File: config.mk
export PLATFORM = sky130hd
export DESIGN_NAME = matrix_uart_printer
export DESIGN_NICKNAME = d
export VERILOG_FILES = /design/src/rtl/matrix_pkg.sv /design/src/rtl/matrix_uart_printer_bin2dec_u8.sv /design/src/rtl/matrix_uart_printer.sv
export SDC_FILE = /design/constraint.sdc
export NUM_CORES = 1
export LEC_CHECK = 0
export CAP_MARGIN = 15
export CORE_ASPECT_RATIO = 0.5
export CORE_MARGIN = 2
export CORE_UTILIZATION = 58
export DETAILED_ROUTE_END_ITERATION = 16
export GPL_ROUTABILITY_DRIVEN = 1
export GPL_TIMING_DRIVEN = 0
export PLACE_DENSITY = 0.95
export REMOVE_ABC_BUFFERS = 1
export SYNTH_ARGS = -nofsm -noshare
export SYNTH_HDL_FRONTEND = slang
export SYNTH_SLANG_ARGS = --single-unit
File: constraint.sdc
create_clock -name clk -period 8.9 [get_ports clk]
set_clock_uncertainty 0.05 [all_clocks]
set_input_delay 1.78 -clock clk [delete_from_list [all_inputs] [get_ports clk]]
set_output_delay 1.78 -clock clk [all_outputs]
set_load 0.01 [all_outputs]
File: src/rtl/matrix_pkg.sv
`default_nettype none
// ============================================================================
//  Package   : matrix_pkg
//  Purpose   : Shared constants and state encodings for the matrix printers:
//              ASCII codes, matrix geometry and FSM state types.
//  Revision  : 1.0  initial release
// ============================================================================
package matrix_pkg;

    // Matrix geometry shared by parser/printer blocks
    localparam int MATRIX_MAX_DIM   = 5;
    localparam int MATRIX_ELEM_W    = 8;
    localparam int MATRIX_FLAT_W    = MATRIX_MAX_DIM * MATRIX_MAX_DIM * MATRIX_ELEM_W;

    // ASCII codes used on the terminal link
    localparam logic [7:0] ASCII_ZERO  = 8'h30;
    localparam logic [7:0] ASCII_SPACE = 8'h20;
    localparam logic [7:0] ASCII_CR    = 8'h0D;
    localparam logic [7:0] ASCII_LF    = 8'h0A;
    localparam logic [7:0] ASCII_X     = 8'h78;

    // Printer sequencing states
    typedef enum logic [2:0] {
        PRN_IDLE    = 3'd0,
        PRN_CONV    = 3'd1,
        PRN_EMIT    = 3'd2,
        PRN_WAIT_HI = 3'd3,
        PRN_WAIT_LO = 3'd4,
        PRN_NEXT    = 3'd5,
        PRN_DONE    = 3'd6,
        PRN_ERR     = 3'd7
    } prn_state_t;

    // Binary-to-decimal converter states
    typedef enum logic [1:0] {
        B2D_IDLE  = 2'd0,
        B2D_HUND  = 2'd1,
        B2D_TENS  = 2'd2,
        B2D_VALID = 2'd3
    } b2d_state_t;

endpackage : matrix_pkg
`default_nettype wire

File: src/rtl/matrix_uart_printer_bin2dec_u8.sv
`default_nettype none
// ============================================================================
//  Module    : bin2dec_u8
//  Purpose   : Sequential 8-bit unsigned to hundreds/tens/ones conversion.
//              start latches the value; valid pulses 3 cycles later with the
//              digits and the number of significant digits (1..3).
//  Revision  : 1.0  initial release
// ============================================================================
module bin2dec_u8
    import matrix_pkg::*;
(
    input  logic       clk,
    input  logic       rst_n,
    input  logic       start,
    input  logic [7:0] value,
    output logic       valid,
    output logic [3:0] hundreds,
    output logic [3:0] tens,
    output logic [3:0] ones,
    output logic [1:0] num_digits
);

    b2d_state_t state, state_nxt;
    logic [7:0] rem;
    logic [3:0] hund_q;
    logic [3:0] tens_q;
    logic [3:0] ones_q;
    logic [3:0] tens_div;
    logic [3:0] ones_div;

    // State register
    always_ff @(posedge clk) begin
        if (!rst_n) begin
            state <= B2D_IDLE;
        end else begin
            state <= state_nxt;
        end
    end

    // Next-state: one cycle per decimal position, then a one-cycle valid
    always_comb begin
        state_nxt = state;
        case (state)
            B2D_IDLE:  if (start) state_nxt = B2D_HUND;
            B2D_HUND:  state_nxt = B2D_TENS;
            B2D_TENS:  state_nxt = B2D_VALID;
            B2D_VALID: state_nxt = B2D_IDLE;
            default:   state_nxt = B2D_IDLE;
        endcase
    end

    // Largest multiple of ten not exceeding the remainder (remainder < 100 here)
    always_comb begin
        tens_div = 4'd0;
        for (int k = 1; k < 10; k++) begin
            if (rem >= 8'(k * 10)) begin
                tens_div = 4'(k);
            end
        end
        ones_div = 4'(rem - (8'(tens_div) * 8'd10));
    end

    // Digit datapath: subtract hundreds first, then split tens and ones
    always_ff @(posedge clk) begin
        if (!rst_n) begin
            rem    <= 8'd0;
            hund_q <= 4'd0;
            tens_q <= 4'd0;
            ones_q <= 4'd0;
        end else begin
            case (state)
                B2D_IDLE: begin
                    if (start) begin
                        rem <= value;
                    end
                end
                B2D_HUND: begin
                    if (rem >= 8'd200) begin
                        hund_q <= 4'd2;
                        rem    <= rem - 8'd200;
                    end else if (rem >= 8'd100) begin
                        hund_q <= 4'd1;
                        rem    <= rem - 8'd100;
                    end else begin
                        hund_q <= 4'd0;
                    end
                end
                B2D_TENS: begin
                    tens_q <= tens_div;
                    ones_q <= ones_div;
                end
                default: ;
            endcase
        end
    end

    assign valid      = (state == B2D_VALID);
    assign hundreds   = hund_q;
    assign tens       = tens_q;
    assign ones       = ones_q;
    assign num_digits = (hund_q != 4'd0) ? 2'd3 :
                        (tens_q != 4'd0) ? 2'd2 : 2'd1;

endmodule : bin2dec_u8
`default_nettype wire

File: src/rtl/matrix_uart_printer.sv
`default_nettype none
// ============================================================================
//  Module    : matrix_uart_printer
//  Purpose   : Serialises a stored matrix (up to 5x5, 8-bit elements) to
//              ASCII text, one row per line, and feeds uart_tx one byte at a
//              time over its en/busy handshake.
//  Config    : MATRIX_PRINT_HEADER_EN - prefix the output with "<m>x<n>\r\n".
//  Revision  : 1.0  initial release
// ============================================================================
module matrix_uart_printer
    import matrix_pkg::*;
#(
    parameter int DATAWIDTH = 8,
    parameter int MAX_DIM   = 5
) (
    input  logic                                  clk,
    input  logic                                  rst_n,
    input  logic                                  start,
    input  logic [MAX_DIM*MAX_DIM*DATAWIDTH-1:0]  matrix_flat,
    input  logic [2:0]                            m,
    input  logic [2:0]                            n,
    input  logic                                  uart_tx_busy,
    output logic                                  uart_tx_en,
    output logic [7:0]                            uart_tx_data,
    output logic                                  busy,
    output logic                                  done,
    output logic                                  error
);

    localparam int FLAT_W = MAX_DIM * MAX_DIM * DATAWIDTH;

    prn_state_t state, state_nxt;

    // Latched job
    logic [FLAT_W-1:0] mat_q;
    logic [2:0]        m_q;
    logic [2:0]        n_q;
    logic [2:0]        row;
    logic [2:0]        col;
    logic [4:0]        idx;

    // Byte sequence for the current element (digits + separator/line end)
    logic [39:0]       seq_bytes;
    logic [2:0]        byte_idx;
    logic [2:0]        byte_cnt;
    logic [1:0]        hi_cnt;
    logic              conv_req;
`ifdef MATRIX_PRINT_HEADER_EN
    logic              hdr;
`endif

    // Control strobes from the FSM into the datapath
    logic              accept;
    logic              conv_start;
    logic              fill;
    logic              bump_byte;
    logic              step;

    // Converter interface
    logic [7:0]        elem;
    logic              b2d_valid;
    logic [3:0]        b2d_h;
    logic [3:0]        b2d_t;
    logic [3:0]        b2d_o;
    logic [1:0]        b2d_nd;

    logic              dims_ok;
    logic              last_col;
    logic              last_elem;
    logic [7:0]        cur_byte;
    logic [7:0]        ch_h;
    logic [7:0]        ch_t;
    logic [7:0]        ch_o;
    logic [23:0]       dig_vec;
    logic [2:0]        dig_n;
    logic [15:0]       term_vec;
    logic [2:0]        term_n;
    logic [39:0]       elem_bytes;
    logic [2:0]        elem_cnt;

    assign dims_ok   = (m != 3'd0) && (m <= 3'(MAX_DIM)) &&
                       (n != 3'd0) && (n <= 3'(MAX_DIM));
    assign last_col  = (col == n_q - 3'd1);
    assign last_elem = last_col && (row == m_q - 3'd1);
    assign elem      = mat_q[{idx, 3'b000} +: 8];
    assign cur_byte  = seq_bytes[{byte_idx, 3'b000} +: 8];

    bin2dec_u8 u_bin2dec (
        .clk        (clk),
        .rst_n      (rst_n),
        .start      (conv_start),
        .value      (elem),
        .valid      (b2d_valid),
        .hundreds   (b2d_h),
        .tens       (b2d_t),
        .ones       (b2d_o),
        .num_digits (b2d_nd)
    );

    // Assemble the element's text: significant digits first, then a space or CR LF
    always_comb begin
        ch_h = ASCII_ZERO + {4'd0, b2d_h};
        ch_t = ASCII_ZERO + {4'd0, b2d_t};
        ch_o = ASCII_ZERO + {4'd0, b2d_o};
        case (b2d_nd)
            2'd3: begin
                dig_vec = {ch_o, ch_t, ch_h};
                dig_n   = 3'd3;
            end
            2'd2: begin
                dig_vec = {8'h00, ch_o, ch_t};
                dig_n   = 3'd2;
            end
            default: begin
                dig_vec = {16'h0000, ch_o};
                dig_n   = 3'd1;
            end
        endcase
        if (last_col) begin
            term_vec = {ASCII_LF, ASCII_CR};
            term_n   = 3'd2;
        end else begin
            term_vec = {8'h00, ASCII_SPACE};
            term_n   = 3'd1;
        end
        elem_bytes = {16'h0000, dig_vec} | ({24'h000000, term_vec} << {dig_n, 3'b000});
        elem_cnt   = dig_n + term_n;
    end

    // State register
    always_ff @(posedge clk) begin
        if (!rst_n) begin
            state <= PRN_IDLE;
        end else begin
            state <= state_nxt;
        end
    end

    // Next-state and output decode
    always_comb begin
        state_nxt    = state;
        uart_tx_en   = 1'b0;
        uart_tx_data = 8'h00;
        busy         = 1'b0;
        done         = 1'b0;
        error        = 1'b0;
        accept       = 1'b0;
        conv_start   = 1'b0;
        fill         = 1'b0;
        bump_byte    = 1'b0;
        step         = 1'b0;
        case (state)
            PRN_IDLE: begin
                if (start) begin
                    if (dims_ok) begin
                        accept    = 1'b1;
`ifdef MATRIX_PRINT_HEADER_EN
                        state_nxt = PRN_EMIT;
`else
                        state_nxt = PRN_CONV;
`endif
                    end else begin
                        state_nxt = PRN_ERR;
                    end
                end
            end
            PRN_ERR: begin
                error     = 1'b1;
                state_nxt = PRN_IDLE;
            end
            PRN_CONV: begin
                busy       = 1'b1;
                conv_start = !conv_req;
                if (b2d_valid) begin
                    fill      = 1'b1;
                    state_nxt = PRN_EMIT;
                end
            end
            PRN_EMIT: begin
                busy         = 1'b1;
                uart_tx_data = cur_byte;
                if (!uart_tx_busy) begin
                    uart_tx_en = 1'b1;
                    state_nxt  = PRN_WAIT_HI;
                end
            end
            PRN_WAIT_HI: begin
                busy         = 1'b1;
                uart_tx_data = cur_byte;
                // A UART that never raises busy is treated as having taken the byte
                if (uart_tx_busy || (hi_cnt == 2'd3)) begin
                    state_nxt = PRN_WAIT_LO;
                end
            end
            PRN_WAIT_LO: begin
                busy         = 1'b1;
                uart_tx_data = cur_byte;
                if (!uart_tx_busy) begin
                    if (byte_idx == byte_cnt - 3'd1) begin
                        state_nxt = PRN_NEXT;
                    end else begin
                        bump_byte = 1'b1;
                        state_nxt = PRN_EMIT;
                    end
                end
            end
            PRN_NEXT: begin
                busy = 1'b1;
                step = 1'b1;
`ifdef MATRIX_PRINT_HEADER_EN
                if (hdr) begin
                    state_nxt = PRN_CONV;
                end else
`endif
                if (last_elem) begin
                    state_nxt = PRN_DONE;
                end else begin
                    state_nxt = PRN_CONV;
                end
            end
            PRN_DONE: begin
                done      = 1'b1;
                state_nxt = PRN_IDLE;
            end
            default: state_nxt = PRN_IDLE;
        endcase
    end

    // Job latches, position counters and byte sequencing
    always_ff @(posedge clk) begin
        if (!rst_n) begin
            mat_q     <= '0;
            m_q       <= 3'd0;
            n_q       <= 3'd0;
            row       <= 3'd0;
            col       <= 3'd0;
            idx       <= 5'd0;
            seq_bytes <= 40'd0;
            byte_idx  <= 3'd0;
            byte_cnt  <= 3'd0;
            hi_cnt    <= 2'd0;
            conv_req  <= 1'b0;
`ifdef MATRIX_PRINT_HEADER_EN
            hdr       <= 1'b0;
`endif
        end else begin
            if (accept) begin
                mat_q    <= matrix_flat;
                m_q      <= m;
                n_q      <= n;
                row      <= 3'd0;
                col      <= 3'd0;
                idx      <= 5'd0;
                byte_idx <= 3'd0;
`ifdef MATRIX_PRINT_HEADER_EN
                seq_bytes <= {ASCII_LF, ASCII_CR, ASCII_ZERO + {5'd0, n},
                              ASCII_X, ASCII_ZERO + {5'd0, m}};
                byte_cnt  <= 3'd5;
                hdr       <= 1'b1;
`endif
            end
            if (conv_start) begin
                conv_req <= 1'b1;
            end
            if (fill) begin
                conv_req  <= 1'b0;
                seq_bytes <= elem_bytes;
                byte_cnt  <= elem_cnt;
                byte_idx  <= 3'd0;
            end
            if (state == PRN_EMIT) begin
                hi_cnt <= 2'd0;
            end else if (state == PRN_WAIT_HI) begin
                hi_cnt <= hi_cnt + 2'd1;
            end
            if (bump_byte) begin
                byte_idx <= byte_idx + 3'd1;
            end
            if (step) begin
`ifdef MATRIX_PRINT_HEADER_EN
                if (hdr) begin
                    hdr <= 1'b0;
                end else
`endif
                begin
                    idx <= idx + 5'd1;
                    if (last_col) begin
                        col <= 3'd0;
                        row <= row + 3'd1;
                    end else begin
                        col <= col + 3'd1;
                    end
                end
            end
        end
    end

endmodule : matrix_uart_printer
`default_nettype wire

==> metrics.md <==
| Metric | Value |
|---|---|
| Synth Cell Area | `0.0128 mm²` |
| Standard-cell rows | `38` |
| Area post-placement | `approximately 0.015 mm²` |
| Post-synth EDFFs | `0` |
| GRT Total Usage | `a little under a third` |
| Area grow syn2layout | `25.4%` |
| Die ar. | `approximately 0.023 mm²` |
| Max cap viols | `0` |
| Via count | `~12000` |
| Core ar. | `0.0216 mm²` |
| Synth async-reset ratio | `0%` |
| Share of cells above drive strength 1 | `7.95%` |
| Most used cell, CP | `clkdlybuf4s50_1` |
| Tmin final | `4.90 ns` |
| Port bufs | `~220` |
| Final Power | `0.00348 W` |
| CP max-delay cell | `clkdlybuf4s50_1` |
| Die Y | `109 µm` |
| Sequential cell fraction of total power | `42.0%` |
| TritonCTS Sinks | `270` |
| Distinct cell type count after synthesis | `69` |
| Synth Instances | `about 1500` |
| Die W | `roughly 210 µm` |
| Worst hold path type | `reg2reg` |
| Switch Pwr | `around 0.0011 W` |
| Antenna violations before repair | `1` |
| Crit share post-route | `roughly 55%` |
| Int Power | `between 0.002 and 0.0025 W` |
| Slew @ Worst Pin | `approximately 1 ns` |
| Total clock buffers created by CTS | `24` |
| Largest net degree at the start of global routing | `approximately 150` |
| Sw Ratio | `approximately 33%` |
| Final hold vios | `0` |
| Syn Area/Cell | `just over 8 µm²` |
| Routed Antenna Nets | `0` |
| Root buf cell | `clkbuf_16` |
| Nets | `1924` |
| DR vias/cell | `around 6` |
| Final HPWL from detailed placement | `roughly 23000 µm` |
| CP endpoint kind | `primary output` |
| Maximum vdd drop | `between 0.0001 and 0.00015 V` |
| WHS | `~0.40 ns` |
| Pre-Repair DR Iteration Count | `8` |
| CP max FO | `6` |
| Endpoints failing setup | `0` |
| H-tree lvl count | `1` |
| Vias in the first global route | `11800` |
| Top Ports | `around 220` |
| Most used DFF post-synth | `dfxtp_1` |
| Status | `completed` |
| Clock-pin slew on the worst setup and hold paths | `roughly 0.070 ns` |
| Synth top area cells | `dfxtp_1, nand2_1, a21oi_1` |
| Crit path arrival time | `3.07 ns` |
| Final Instance Area | `about 0.016 mm²` |
| YS warnings | `0` |
| Clk_lat worst skew | `0.54 ns` |
| Remaining Overflow, GRT | `0` |
| Post-CTS Setup Inserts | `0` |
| DR iter-0 viols | `~1400` |
| CTS tree | `done` |
| RSZ-0062 raised after global routing | `no` |
| WL per Instance | `around 18 µm` |
| First-pass GRT wire length | `57900 µm` |
| CP peak stage delay | `about 0.56 ns` |
| Leak | `between 5 and 6 nW` |
| Clock power share | `29.9%` |
| PnR worst setup slack | `approximately 4 ns` |
| Cells along the critical path | `clkdlybuf4s50_1, nor3_1, clkdlybuf4s50_1` |
| Fmax | `204 MHz` |
| Initial Util | `about three fifths` |
| Sequential fraction of the synthesis area | `a little over two fifths` |
| CTS resizes | `0` |
| Fillers | `about 1400` |
| DRC viols | `0` |
| Commonest non-fill, non-tap cells in the layout | `nand2_1, dfxtp_1, a21oi_1` |
| Max Root-Sink Buffers | `3` |
| Flop and latch count out of synthesis | `between 200 and 300` |
| Hold Buf Count CTS | `0` |
| Logic pwr share | `28.2%` |
| Max Slew Vio Count | `0` |
| CP required | `a little over 7 ns` |
| Overall routed net length | `roughly 37000 µm` |
| Worst setup SP type | `primary input` |
| Commonest non-fill, non-tap cell in the layout | `nand2_1` |
| Post-placement setup slack | `4.00 ns` |
| PwrDens | `about 220 mW/mm²` |
| Placer Congestion | `0.851` |
| Slew HR | `a little under a third` |
| Largest area contributor in the netlist | `dfxtp_1` |
| Critical path class | `in2out` |
| Post-synth top area share | `between 40% and 50%` |
==> sequential cells by signal, indices dropped and copies added, names as in the netlist, 4 cells and up <==
| signal | flops |
|---|---|
| seq_bytes | 21 |
| u_bin2dec.rem | 8 |
| u_bin2dec.tens | 4 |
| idx | 5 |
| mat_q | 200 |
| u_bin2dec.ones | 4 |
==> cells by family (layout without fill, tap and decap cells) <==
family                     after synthesis  after routing  synth area share (%)
and+or+nand+nor                        625            625                  20.6
buffers and inverters                  152            311                  5.04
muxes                                   79             79                  11.5
DFF                                    270            270                  42.3
AOI/OAI and AO/OA                      366            366                  16.2
adders and majority gates               33             33                  3.35
other                                    1              3                0.0293
xor gates and xnor gates                12             12                  1.06
==> worst max-delay path: cells and delay by family <==
kind / cells / cell delay, ns
buf+inv: 2 / 1.08
simple gates: 1 / 0.21
==> per-stage QoR <==
step | TNS, ns | instances | util (%)
global placement | -942.87 | 1934 | 68.5
detailed placement | 0 | 1954 | 70.5
finish | 0 | 1999 | 74.2
global route | 0 | 1999 | 74.2
CTS | 0 | 1997 | 74.0
floorplan | -84.74 | 1415 | -
==> cell type report <==
cell class | count | area (µm²) | share of cell area, %
timing repair buffer | 240 | 2620 | 16.3
inverter | 28 | 113 | 0.702
multi-input combinational | 1117 | 6750 | 42.1
sequential | 270 | 5410 | 33.7
clock inverter | 9 | 85.1 | 0.530
antenna | 1 | 2.50 | 0.0156
clock buffer | 34 | 688 | 4.29
tap | 300 | 375 | 2.34
==> routing by layer <==
layer	track usage, %	part of all wire (%)
met5	0	0
met4	19.3	6.1
met3	5.83	7.3
met2	52.6	48
met1	36.2	38
==> synth_stat cells, drive strengths merged, types with 4 or more instances <==
library cell,count
nor2,62
clkbuf,74
nor4,4
nand2,467
o22ai,6
buf,50
or2,4
ha,31
or3,5
xnor2,10
mux2i,23
inv,28
nand3,18
a211oi,19
nor2b,14
dfxtp,270
a31oi,12
nand2b,7
nor3,16
a311oi,4
a22oi,5
o21ai,33
mux4,54
o211ai,8
nor3b,4
a21oi,256
and2,5
==> worst paths after layout <==
kind                          from           endpoint  depth (start not counted)  slack [ns]
setup reg to reg  u_bin2dec.rem[2]  u_bin2dec.ones[3]                         14        4.84
hold reg to reg         mat_q[186]         mat_q[186]                          2        0.40
hold / removal          mat_q[186]         mat_q[186]                          2        0.40
setup / recovery      uart_tx_busy         uart_tx_en                          3        4.00
==> power by group through the flow <==
| stage | Clock [W] | Sequential, W | Combinational [W] |
|---|---|---|---|
| floorplan | 0 | 0.00146 | 0.000644 |
| global placement | 0 | 0.00149 | 0.000892 |
| detailed placement | 0 | 0.00148 | 0.000936 |
| CTS | 0.00104 | 0.00146 | 0.000961 |
| global route | 0.00109 | 0.00148 | 0.00107 |
| finish | 0.00104 | 0.00146 | 0.000981 |
(Power assumes the default switching activity.)
